===== config.mk =====
export PLATFORM = sky130hd
export DESIGN_NAME = sram_stream_writer
export DESIGN_NICKNAME = d
export VERILOG_FILES = /design/src/rtl/sram_stream_writer.sv
export SDC_FILE = /design/constraint.sdc
export NUM_CORES = 1
export LEC_CHECK = 0
export ABC_AREA = 1
export CORE_MARGIN = 1.5
export CORE_UTILIZATION = 46
export DETAILED_ROUTE_END_ITERATION = 16
export PLACE_DENSITY_LB_ADDON = 0.12
export REMOVE_ABC_BUFFERS = 1
export SLEW_MARGIN = 20
export SYNTH_ARGS = -nofsm -noshare
export SYNTH_HDL_FRONTEND = slang
export SYNTH_SLANG_ARGS = --single-unit

===== constraint.sdc =====
create_clock -name clk -period 1.32 [get_ports clk]
set_input_delay 0.264 -clock clk [delete_from_list [all_inputs] [get_ports clk]]
set_output_delay 0.264 -clock clk [all_outputs]
set_load 0.05 [all_outputs]

===== src/rtl/sram_stream_writer.sv =====
// Write-side master for the SRAM controller user port.
// Takes a valid/ready word stream and writes it to consecutive addresses
// starting at a programmable base. The address wraps at 2^ADDR_WIDTH.
// An optional idle gap can be forced after each write.
module sram_stream_writer #(
  parameter int ADDR_WIDTH = 20,
  parameter int DATA_WIDTH = 18,
  parameter int WRITE_GAP  = 0
) (
  input  logic                  clk,
  input  logic                  reset,
  input  logic                  start,
  input  logic [ADDR_WIDTH-1:0] base_addr,
  input  logic [ADDR_WIDTH-1:0] word_count,
  input  logic                  abort,
  input  logic [DATA_WIDTH-1:0] in_data,
  input  logic                  in_valid,
  output logic                  in_ready,
  output logic [ADDR_WIDTH-1:0] mem_addr,
  output logic [DATA_WIDTH-1:0] mem_data,
  output logic                  mem_write_enable,
  output logic                  busy,
  output logic                  done,
  output logic [ADDR_WIDTH-1:0] words_written
);

  localparam int GAP_W = (WRITE_GAP > 0) ? $clog2(WRITE_GAP + 1) : 1;
  localparam logic [GAP_W-1:0] GAP_LOAD = GAP_W'(WRITE_GAP);

  typedef enum logic [1:0] {
    IDLE  = 2'd0,
    WRITE = 2'd1,
    FLUSH = 2'd2
  } state_t;

  state_t                  state_q;
  logic [ADDR_WIDTH-1:0]   addr_q;
  logic [ADDR_WIDTH-1:0]   remain_q;
  logic [ADDR_WIDTH-1:0]   words_q;
  logic [GAP_W-1:0]        gap_q;
  logic                    busy_q;
  logic                    done_q;
  logic [ADDR_WIDTH-1:0]   mem_addr_p1;
  logic [DATA_WIDTH-1:0]   mem_data_p1;
  logic                    vld_p1;
  logic                    accept;

  // Address advance; all-ones rolls over to zero.
  function automatic logic [ADDR_WIDTH-1:0] addr_wrap_inc(input logic [ADDR_WIDTH-1:0] a);
    return a + ADDR_WIDTH'(1);
  endfunction

  // Gap countdown that stops at zero.
  function automatic logic [GAP_W-1:0] gap_sat_dec(input logic [GAP_W-1:0] g);
    return (g == '0) ? g : g - GAP_W'(1);
  endfunction

  // Stage p0: stream handshake; abort blocks acceptance in the same cycle.
  assign in_ready = (state_q == WRITE) && (gap_q == '0) && !abort;
  assign accept   = in_valid && in_ready;

  // Stage p0 -> p1: control FSM and registered write port.
  always_ff @(posedge clk) begin
    if (!reset) begin
      state_q     <= IDLE;
      addr_q      <= '0;
      remain_q    <= '0;
      words_q     <= '0;
      gap_q       <= '0;
      busy_q      <= 1'b0;
      done_q      <= 1'b0;
      mem_addr_p1 <= '0;
      mem_data_p1 <= '0;
      vld_p1      <= 1'b0;
    end else begin
      vld_p1 <= 1'b0;
      done_q <= 1'b0;
      case (state_q)
        IDLE: begin
          if (start) begin
            words_q <= '0;
            if (word_count != '0) begin
              addr_q   <= base_addr;
              remain_q <= word_count;
              gap_q    <= '0;
              busy_q   <= 1'b1;
              state_q  <= WRITE;
            end else begin
              done_q <= 1'b1;
            end
          end
        end
        WRITE: begin
          if (abort) begin
            gap_q   <= '0;
            busy_q  <= 1'b0;
            state_q <= IDLE;
          end else if (accept) begin
            vld_p1      <= 1'b1;
            mem_addr_p1 <= addr_q;
            mem_data_p1 <= in_data;
            addr_q      <= addr_wrap_inc(addr_q);
            remain_q    <= remain_q - ADDR_WIDTH'(1);
            words_q     <= words_q + ADDR_WIDTH'(1);
            gap_q       <= GAP_LOAD;
            if (remain_q == ADDR_WIDTH'(1)) begin
              state_q <= FLUSH;
            end
          end else begin
            gap_q <= gap_sat_dec(gap_q);
          end
        end
        FLUSH: begin
          gap_q   <= '0;
          busy_q  <= 1'b0;
          done_q  <= 1'b1;
          state_q <= IDLE;
        end
        default: begin
          busy_q  <= 1'b0;
          state_q <= IDLE;
        end
      endcase
    end
  end

  // Stage p1: outputs to the SRAM controller.
  assign mem_addr         = mem_addr_p1;
  assign mem_data         = mem_data_p1;
  assign mem_write_enable = vld_p1;
  assign busy             = busy_q;
  assign done             = done_q;
  assign words_written    = words_q;

endmodule


==> results.tsv, run 1 <==
stage	metric	value	unit
clock_network	clkTransAtPathRegs	0.07	ns
floorplanning	fp.dieArea	12800	µm²
final_layout	fillers	728	
final_layout	regArea	2080	µm²
final_layout	layout.cells.non_filler	1284	
grt	grt_usage	0.278	
pwr	p_clk_frac	0.321	
grt	grt_pass1_vias	6261	
clock_network	cts_tree	done	
clock_network	holdBufCountCts	0	
critical_path	cp-end-kind	register	
timing	worstMarginPinSlew	0.316	ns
pwr	power.total	8.89	mW
place	dpl_cell_area	8520	µm²
run	max-cap-violations	0	
timing	finalCriticalPeriod	1.58	ns
grt	grt_pass1_wl	28.9	mm
timing	worst_slack	-0.255	ns
final_layout	syn_to_final_growth	73.1	%
critical_path	path_depth	9	
outcome	failed_checks	setup timing	
floorplanning	die_h	113	µm
critical_path	critPathLaunchType	primary input	
grt	antenna_found_initial	0	
pwr	ir_drop	0.944	mV
clock_network	clock_latency	0.36	ns
detailed_routing	drc_errors	0	
final_layout	design_area	9630	µm²
clock_network	htreeDepth	3	
critical_path	arrival	1.86	ns
floorplanning	floorplan.initialDensity	0.479	
detailed_routing	drtIter0Drc	652	
synth	postSynthAreaPerCell	6.35	µm²
place	dp.cells	1243	
pwr	p_int	6.15	mW
detailed_routing	wl	19.3	mm
critical_path	critPathTopFamily	simple AND/OR/NAND/NOR gates	
pwr	powerDensity	923	nW/µm²
pwr	p_leak	3.99	nW
detailed_routing	drtPass1Iterations	5	
timing	hold_violations	0	
place	finalWeightedCongestion	0.937	
pwr	net-switching-power	2.74	mW
grt	grt_max_degree	30	
critical_path	required	1.61	ns
place	portBuffers	124	
synth	synthCells	876	
critical_path	path_max_fanout	14	
place	pre_cts_slack	-0.742	ns
floorplanning	die_x	113	µm
detailed_routing	num_vias	6849	
critical_path	critical_path_class	in -> reg	
floorplanning	fp-row-count	39	
clock_network	clock_path_buffers	2	
timing	rsz0062_at_grt	true	
detailed_routing	wl_per_cell	15.0	µm
synth	ys_seq_area_frac	0.370	
timing	clock.fmax	635	MHz
synth	synth_area	5570	µm²
detailed_routing	antenna_left	0	
timing	slew_viol_final	0	
clock_network	cts-root-buf	clkbuf_16	
floorplanning	core_area	11600	µm²
timing	finalCritPeriodShare	1.19	
pwr	p_comb_frac	0.290	
place	hpwl	12.2	mm
timing	relSlewSlack	0.788	
floorplanning	pin_count	125	
grt	grt_overflow_total	0	
final_layout	diodes	0	
pwr	p_seq_frac	0.389	
clock_network	cts_buffers	9	
outcome	status	finished with violations	
clock_network	clkSinkCount	103	
worst_hold_path	holdPathStages	3	
critical_path	ff2ff_path_depth	6	
detailed_routing	routed_via_density	5.33	
final_layout	fin_nets	1203	
worst_hold_path	holdCritPathClass	in -> reg	
final_layout	multi_input_area	3370	µm²
critical_path	path_buf_inv	2	
timing	finalClockSkew	0.00464	ns
synth	ys_warn_count	0	
synth	synthDistinctLibCells	38	
critical_path	crit_chain	clkdlybuf4s50_1 > nor2_2 > nand2_2 > nor2_4 > nand3_2 > nand2_4 > buf_12 > o21ai_1 > a21oi_2	
timing	setup_viol	104	
critical_path	slowest_delay	0.44	ns
pwr	swShare	0.308	
synth	synth-seq-cells	103	
final_layout	drive_gt1_frac	0.314	
critical_path	slowest_stage	clkdlybuf4s50_1	
==> synthesized netlist by cell type, drive strengths merged <==
library cell | instances | share of area
nand2 | 214 | 0.15
nor2 | 178 | 0.12
dfxtp | 103 | 0.37
o21ai | 80 | 0.072
a21oi | 74 | 0.071
inv | 66 | 0.045
nand3 | 59 | 0.056
nand4 | 25 | 0.028
buf | 23 | 0.027
clkbuf | 15 | 0.010
or2 | 10 | 0.011
nor3 | 9 | 0.0081
ha | 4 | 0.0090
a31oi | 3 | 0.0034
nand3b | 2 | 0.0027
nor4 | 2 | 0.0022
o211ai | 2 | 0.0027
a211oi | 1 | 0.0013
a31o | 1 | 0.0016
clkinv | 1 | 0.00067
o211a | 1 | 0.0018
o21bai | 1 | 0.0013
o22ai | 1 | 0.0011
xor2 | 1 | 0.0016
==> final cells by class <==
| type | instances | area share |
|---|---|---|
| Tap cell | 143 | 0.0186 |
| Timing Repair Buffer | 287 | 0.353 |
| Clock buffer | 12 | 0.0277 |
| Inverter | 67 | 0.0303 |
| Sequential cell | 103 | 0.215 |
| Multi-Input combinational cell | 668 | 0.350 |
| Clock inverter | 4 | 0.00545 |
==> cell usage in the layout, fill, tap and decap left out, types with 31 or more instances in the layout <==
cell type	instances
dfxtp_1	94
nand3_1	48
o21ai_1	31
o21ai_0	45
a21oi_1	59
buf_4	130
buf_12	71
nand2_1	193
clkdlybuf4s50_1	57
inv_1	56
nor2_1	150
==> registers in the layout, indices dropped and copies added, names as in the netlist <==
| signal | cells |
|---|---|
| busy | 1 |
| done | 1 |
| mem_addr | 20 |
| mem_data | 18 |
| addr_q | 20 |
| words_written | 20 |
| remain_q | 20 |
| state_q | 2 |
| mem_write_enable | 1 |
==> power by group through the flow <==
stage | clock network (mW) | registers (mW) | logic, mW
floorplan | 0 | 3.66 | 0.907
global placement | 0 | 3.51 | 2.23
detailed placement | 0 | 3.51 | 2.26
CTS | 2.88 | 3.45 | 2.37
global route | 3.00 | 3.48 | 2.79
finish | 2.86 | 3.46 | 2.58
==> timing repair <==
action | 4_1_cts | 5_1_grt
gates resized for setup | 88 | 88
pin swaps | 14 | 25
buffers inserted | 4 | 14
hold endpoints to repair | 0 | 0
endpoints found under the setup margin | 104 | 109
gates cloned | 3 | 5
==> tightest hold or removal path, cell delays in order <==
cell and delay [ns]:
buf_2 0.16, nand2_1 0.10, a21oi_2 0.03
==> path summary, 6_finish.rpt <==
kind	startpoint	end	slack, ns
max	word_count[2]	remain_q[11]	-0.26
min	reset	addr_q[10]	0.24
max reg2reg	words_written[1]	words_written[9]	-0.25
min reg2reg	remain_q[7]	remain_q[7]	0.48
==> kinds of logic after synthesis <==
| logic type | count (synthesis) | synth area share |
|---|---|---|
| simple gates | 499 | 0.380 |
| flops | 103 | 0.370 |
| buf+inv | 105 | 0.0825 |
| xor+xnor | 1 | 0.00157 |
| compound gates | 164 | 0.156 |
| fa+ha+maj | 4 | 0.00899 |
==> routing by layer <==
layer / share of wire / global-route usage / routed length [µm]
met5: 0 / 0 / 0
met4: 0.022 / 0.0867 / 425
met3: 0.064 / 0.0503 / 1230
met2: 0.49 / 0.476 / 9550
met1: 0.42 / 0.356 / 8100
==> metrics by stage <==
stage | setup TNS (ns) | util | hold slack (ns)
2_1_floorplan | -80.94 | - | 0.384
3_3_place_gp | -46.74 | 0.733 | 0.469
3_5_place_dp | -52.11 | 0.733 | 0.472
4_1_cts | -9.39 | 0.788 | 0.230
5_1_grt | -23.22 | 0.830 | 0.244
6_report | -16.27 | 0.830 | 0.239
Power figures use the tool's default switching activity.
==> inputs of run 2 (changes only) <==
==> constraint.sdc (replaced) <==
create_clock -name clk -period 1.32 [get_ports clk]
set_input_delay 0.198 -clock clk [delete_from_list [all_inputs] [get_ports clk]]
set_output_delay 0.198 -clock clk [all_outputs]
set_load 0.05 [all_outputs]
==> results.tsv, run 2 (synthesized netlist as in run 1, its figures left out) <==
stage	metric	value	unit	change
clock_network	cts_tree	done		
detailed_routing	num_vias	7512		+9.7%
worst_hold_path	holdCritPathClass	in -> reg		
timing	slew_viol_final	0		unchanged
clock_network	clkTransAtPathRegs	0.07	ns	about the same
final_layout	fin_nets	1214		+0.91%
run	max-cap-violations	0		unchanged
outcome	status	finished with violations		
floorplanning	floorplan.initialDensity	0.479		unchanged
clock_network	clock_path_buffers	2		unchanged
place	hpwl	12.3	mm	+1.1%
detailed_routing	drc_errors	0		unchanged
place	pre_cts_slack	-0.674	ns	+0.0685 ns
timing	tns	-13.97	ns	+2.30 ns
timing	finalClockSkew	0.00685	ns	+0.00220 ns
critical_path	arrival	1.81	ns	-0.05 ns
grt	antenna_found_initial	0		unchanged
grt	grt_max_degree	40		+33%
timing	hold_ws	0.303	ns	+0.0633 ns
place	dp.cells	1242		-0.080%
clock_network	clock_latency	0.35	ns	about the same
grt	grt_usage	0.292		+0.0142
floorplanning	die_x	113	µm	unchanged
timing	finalCriticalPeriod	1.57	ns	-0.0103 ns
floorplanning	fp.dieArea	12800	µm²	unchanged
floorplanning	core_area	11600	µm²	unchanged
timing	worst_slack	-0.245	ns	+0.0103 ns
critical_path	required	1.56	ns	-0.05 ns
final_layout	final_common_cell	nand2_1		
detailed_routing	routed_via_density	5.81		+8.9%
pwr	powerDensity	904	nW/µm²	-2.1%
place	finalWeightedCongestion	0.953		+1.8%
detailed_routing	wl	22.3	mm	+15%
timing	hold_violations	0		unchanged
final_layout	diodes	0		unchanged
grt	grt_overflow_total	0		unchanged
grt	grt_pass1_wl	30.5	mm	+5.4%
critical_path	critical_path_class	reg -> reg		
final_layout	multi_input_area	3670	µm²	+8.9%
final_layout	final_cell_mix	nand2_1 (183), buf_4 (131), nor2_1 (126), dfxtp_1 (82), buf_12 (76)		
place	portBuffers	124		unchanged
final_layout	layout.cells.non_filler	1293		+0.70%
critical_path	cp-end-kind	register		
clock_network	cts_buffers	9		unchanged
floorplanning	die_h	113	µm	unchanged
critical_path	critPathLaunchType	register		
clock_network	clkSinkCount	103		unchanged
grt	grt_pass1_vias	6654		+6.3%
detailed_routing	drtIter0Drc	856		+31%
final_layout	fillers	575		-21%
final_layout	regArea	2090	µm²	+0.84%
timing	relSlewSlack	0.649		-0.139
timing	clock.fmax	639	MHz	+0.66%
floorplanning	pin_count	125		unchanged
detailed_routing	antenna_left	0		unchanged
clock_network	htreeDepth	3		unchanged
detailed_routing	drtPass1Iterations	7		+2
timing	rsz0062_at_grt	true		
pwr	p_leak	4.19	nW	+5.1%
clock_network	cts-root-buf	clkbuf_16		
outcome	failed_checks	setup timing		
floorplanning	fp-row-count	39		unchanged
critical_path	ff2ff_path_depth	10		+4
timing	worstMarginPinSlew	0.524	ns	+0.207 ns
critical_path	path_max_fanout	8		-6
worst_hold_path	holdPathStages	4		+1
pwr	ir_drop	0.595	mV	-37%
final_layout	utilization	0.877		+0.0473
detailed_routing	wl_per_cell	17.2	µm	+15%
timing	setup_viol	102		-1.9%
timing	finalCritPeriodShare	1.19		-0.00783
final_layout	syn_to_final_growth	82.9	%	
clock_network	holdBufCountCts	0		unchanged
final_layout	drive_gt1_frac	0.391		+0.0775
-- run 2: cell types whose count changed in the layout (fill, tap and decap cells not counted), moves of 11 or more --
cell and change:
dfxtp_1 -12, dfxtp_2 +11, nor2_1 -24, nor2_2 +16
o21ai_0 -16, o21ai_2 +18
-- run 2: worst max-delay path, stage by stage (launching register included) --
cell and delay, ns:
dfxtp_4 0.37, inv_4 0.06, nand2_4 0.07, nor2_4 0.12, nand2_4 0.09, nand2_8 0.10
buf_12 0.13, buf_8 0.11, clkinvlp_4 0.20, nand2_2 0.14, a21oi_2 0.05
-- run 2: worst paths after layout --
path                                  start  slack, ns           endpoint
worst max register to register   state_q[1]      -0.25  words_written[14]
worst max-delay path             state_q[1]      -0.25  words_written[14]
worst min register to register  remain_q[7]       0.49        remain_q[7]
worst min-delay path                  reset       0.30          addr_q[6]
-- run 2: where the power goes --
part / total (mW) / switching (mW) / internal (mW)
Clock: 2.76 / 1.25 / 1.52
Sequential: 3.50 / 0.204 / 3.29
Combinational: 2.94 / 1.56 / 1.39
-- run 2: area by class of cell --
cell class / instances / share of cell area
multi-input cells: 668 / 0.360
repair buffers: 297 / 0.357
flip-flops and latches: 103 / 0.206
inverters: 67 / 0.0294
clock buffers: 10 / 0.0235
well taps: 143 / 0.0176
clock inverters: 4 / 0.00553
repair inverters: 1 / 0.00160
-- run 2: stage by stage --
step                      instance area, µm²  power (mW)
after floorplan                         5360        4.57
after global placement                  8540        5.75
after detailed placement                8540        5.79
after CTS                               9360        8.72
after global routing                   10200        9.53
final                                  10200        9.21
-- run 2: what timing repair did --
action	CTS	global route
gates resized for setup	119	188
setup buffers	13	11
pin swaps	29	67
setup endpoints to repair	100	105
gates cloned	3	10
-- run 2: routing by layer --
| layer | GRT usage | wire, µm | share of wire |
|---|---|---|---|
| met1 | 0.362 | 8660 | 0.39 |
| met2 | 0.515 | 10900 | 0.49 |
| met3 | 0.0439 | 1810 | 0.081 |
| met4 | 0.105 | 898 | 0.040 |
| met5 | 0 | 0 | 0 |
==> inputs of run 3 (changes only) <==
- CORE_UTILIZATION: 46 -> 52
- CTS_BUF_LIST: default -> sky130_fd_sc_hd__clkbuf_8
- clock period: 1.32 -> 1.46 ns (I/O delays scaled with it)
==> results.tsv, run 3 (synthesized netlist as in run 1, its figures left out) <==
stage	metric	value	unit	change
timing	finalCritPeriodShare	1.06		-0.123
floorplanning	fp.dieArea	11300	µm²	-11%
critical_path	path_max_fanout	4		-4
timing	clock.fmax	645	MHz	+0.89%
critical_path	required	1.78	ns	+0.22 ns
timing	tns	-0.733	ns	+13.23 ns
detailed_routing	num_vias	6966		-7.3%
detailed_routing	drc_errors	0		unchanged
place	finalWeightedCongestion	0.938		-1.6%
clock_network	cts-root-buf	clkbuf_8		
final_layout	design_area	8870	µm²	-13%
detailed_routing	antenna_left	0		unchanged
floorplanning	floorplan.initialDensity	0.537		+0.0575
final_layout	final_cell_mix	nand2_1 (193), nor2_1 (144), buf_4 (113), dfxtp_1 (79), clkdlybuf4s50_1 (61)		
critical_path	critical_path_class	reg -> reg		
timing	setup_viol	21		-79%
critical_path	reg2reg_slack	-0.09	ns	+0.15 ns
grt	grt_max_degree	37		-7.5%
floorplanning	die_x	106	µm	-5.8%
detailed_routing	wl	19.2	mm	-14%
worst_hold_path	holdCritPathClass	in -> reg		
timing	worstMarginPinSlew	0.534	ns	+0.0108 ns
clock_network	clkSinkCount	103		unchanged
clock_network	htreeDepth	3		unchanged
timing	relSlewSlack	0.644		-0.00505
place	portBuffers	124		unchanged
floorplanning	core_area	10400	µm²	-11%
outcome	failed_checks	setup timing		
detailed_routing	drtIter0Drc	736		-14%
final_layout	final_common_cell	nand2_1		
timing	finalCriticalPeriod	1.55	ns	-0.0138 ns
pwr	ir_drop	0.634	mV	+6.5%
clock_network	cts_tree	done		
timing	hold_violations	0		unchanged
clock_network	clock_path_buffers	2		unchanged
critical_path	critPathLaunchType	register		
clock_network	holdBufCountCts	0		unchanged
grt	grt_usage	0.286		-0.00617
timing	worst_slack	-0.0912	ns	+0.154 ns
final_layout	syn_to_final_growth	59.3	%	
critical_path	critPathTopFamily	simple AND/OR/NAND/NOR gates		
pwr	powerDensity	827	nW/µm²	-8.5%
outcome	status	finished with violations		
place	dpl_cell_area	7830	µm²	-8.3%
pwr	p_leak	3.58	nW	-15%
floorplanning	fp-row-count	37		-5.1%
grt	grt_pass1_vias	5756		-13%
critical_path	arrival	1.87	ns	+0.06 ns
timing	slew_viol_final	0		unchanged
final_layout	diodes	0		unchanged
clock_network	cts_buffers	9		unchanged
final_layout	fin_nets	1153		-5.0%
critical_path	cp-end-kind	register		
worst_hold_path	min_to	addr_q[6]		
critical_path	ff2ff_path_depth	7		-3
detailed_routing	routed_via_density	5.68		-2.3%
clock_network	clkTransAtPathRegs	0.12	ns	+0.05 ns
grt	grt_overflow_total	0		unchanged
worst_hold_path	holdPathStages	3		-1
final_layout	drive_gt1_frac	0.307		-0.0842
critical_path	slowest_delay	0.42	ns	+0.05 ns
grt	antenna_found_initial	0		unchanged
worst_hold_path	hold_path_startpoint	reset		
timing	rsz0062_at_grt	true		
floorplanning	pin_count	125		unchanged
critical_path	cp_common_cell	nand2_1		
floorplanning	die_h	106	µm	-5.8%
place	hpwl	11.5	mm	-7.1%
detailed_routing	drtPass1Iterations	5		-2
run	max-cap-violations	0		unchanged
timing	finalClockSkew	0.0204	ns	+0.0135 ns
detailed_routing	wl_per_cell	15.6	µm	-9.5%
grt	grt_pass1_wl	26.4	mm	-13%
critical_path	r2r_end	remain_q[14]		
critical_path	path_buf_inv	0		-4
critical_path	r2r_start	remain_q[11]		
critical_path	crit_chain	nor2_2 > nand2_1 > nor3_1 > nand3_1 > nand2_1 > nand2_1 > a21oi_2		
critical_path	slowest_stage	dfxtp_1		
clock_network	clock_latency	0.39	ns	+0.04 ns
## run 3: changes by cell type in the layout (fill, tap and decap cells not counted), sizes merged
cell / previous run / this run
buf: 227 / 170
clkdlybuf4s50: 53 / 61
dlymetal6s2s: 8 / 0
clkbuf: 19 / 15
inv: 65 / 69
bufinv: 1 / 0
clkinvlp: 1 / 0
## run 3: what timing repair did
action / 4_1_cts / 5_1_grt
gates cloned: 0 / 7
resized for setup: 22 / 177
endpoints found under the setup margin: 39 / 69
pin swaps: 2 / 28
buffers inserted: 1 / 14
## run 3: metal layers
| metal | track usage | wire length (µm) |
|---|---|---|
| met3 | 0.0503 | 1870 |
| met4 | 0.0600 | 829 |
| met2 | 0.502 | 9070 |
| met5 | 0 | 0 |
| met1 | 0.366 | 7380 |
## run 3: cell type report
type	instances	area [µm²]
fillers	602	1500
clock buffers	9	124
repair buffers	237	2640
clock inverters	7	86.3
well taps	136	170
inverters	67	279
flip-flops and latches	103	2100
multi-input cells	668	3460
## run 3: how the worst max path moves through the flow
stage                          start          endpoint  slack, ns  depth (start not counted)
floorplan                 state_q[0]       remain_q[6]      -0.98                          9
global placement      word_count[17]         addr_q[2]      -0.43                          8
detailed placement     word_count[3]         addr_q[2]      -0.51                          9
CTS                 words_written[1]  words_written[8]      -0.05                          6
global route              state_q[1]      remain_q[13]      -0.18                         10
finish                  remain_q[11]      remain_q[14]      -0.09                          7
## run 3: through the flow
stage / power, mW / std cells / hold WS (ns) / setup WS (ns) / util
CTS: 6.88 / 1206 / 0.144 / -0.0454 / 0.783
detailed placement: 4.99 / 1189 / 0.473 / -0.506 / 0.755
global route: 7.61 / 1227 / 0.176 / -0.181 / 0.855
finish: 7.33 / 1227 / 0.139 / -0.0912 / 0.855
floorplan: 4.13 / 838 / 0.339 / -0.983 / -
global placement: 4.96 / 1189 / 0.463 / -0.427 / 0.755
## run 3: report_power, final
part           leakage (nW)  total [mW]  switching (mW)  internal, mW
Sequential            0.851        3.17           0.188          2.98
Clock                 0.105        1.90            1.21         0.692
Combinational          2.63        2.26            1.27          1.00
## run 3: worst register-to-register path, cell delays in order (launching register included)
cell and delay, ns:
dfxtp_1 0.42, nor2_2 0.24, nand2_1 0.09, nor3_1 0.26, nand3_1 0.16, nand2_1 0.10
nand2_1 0.08, a21oi_2 0.13
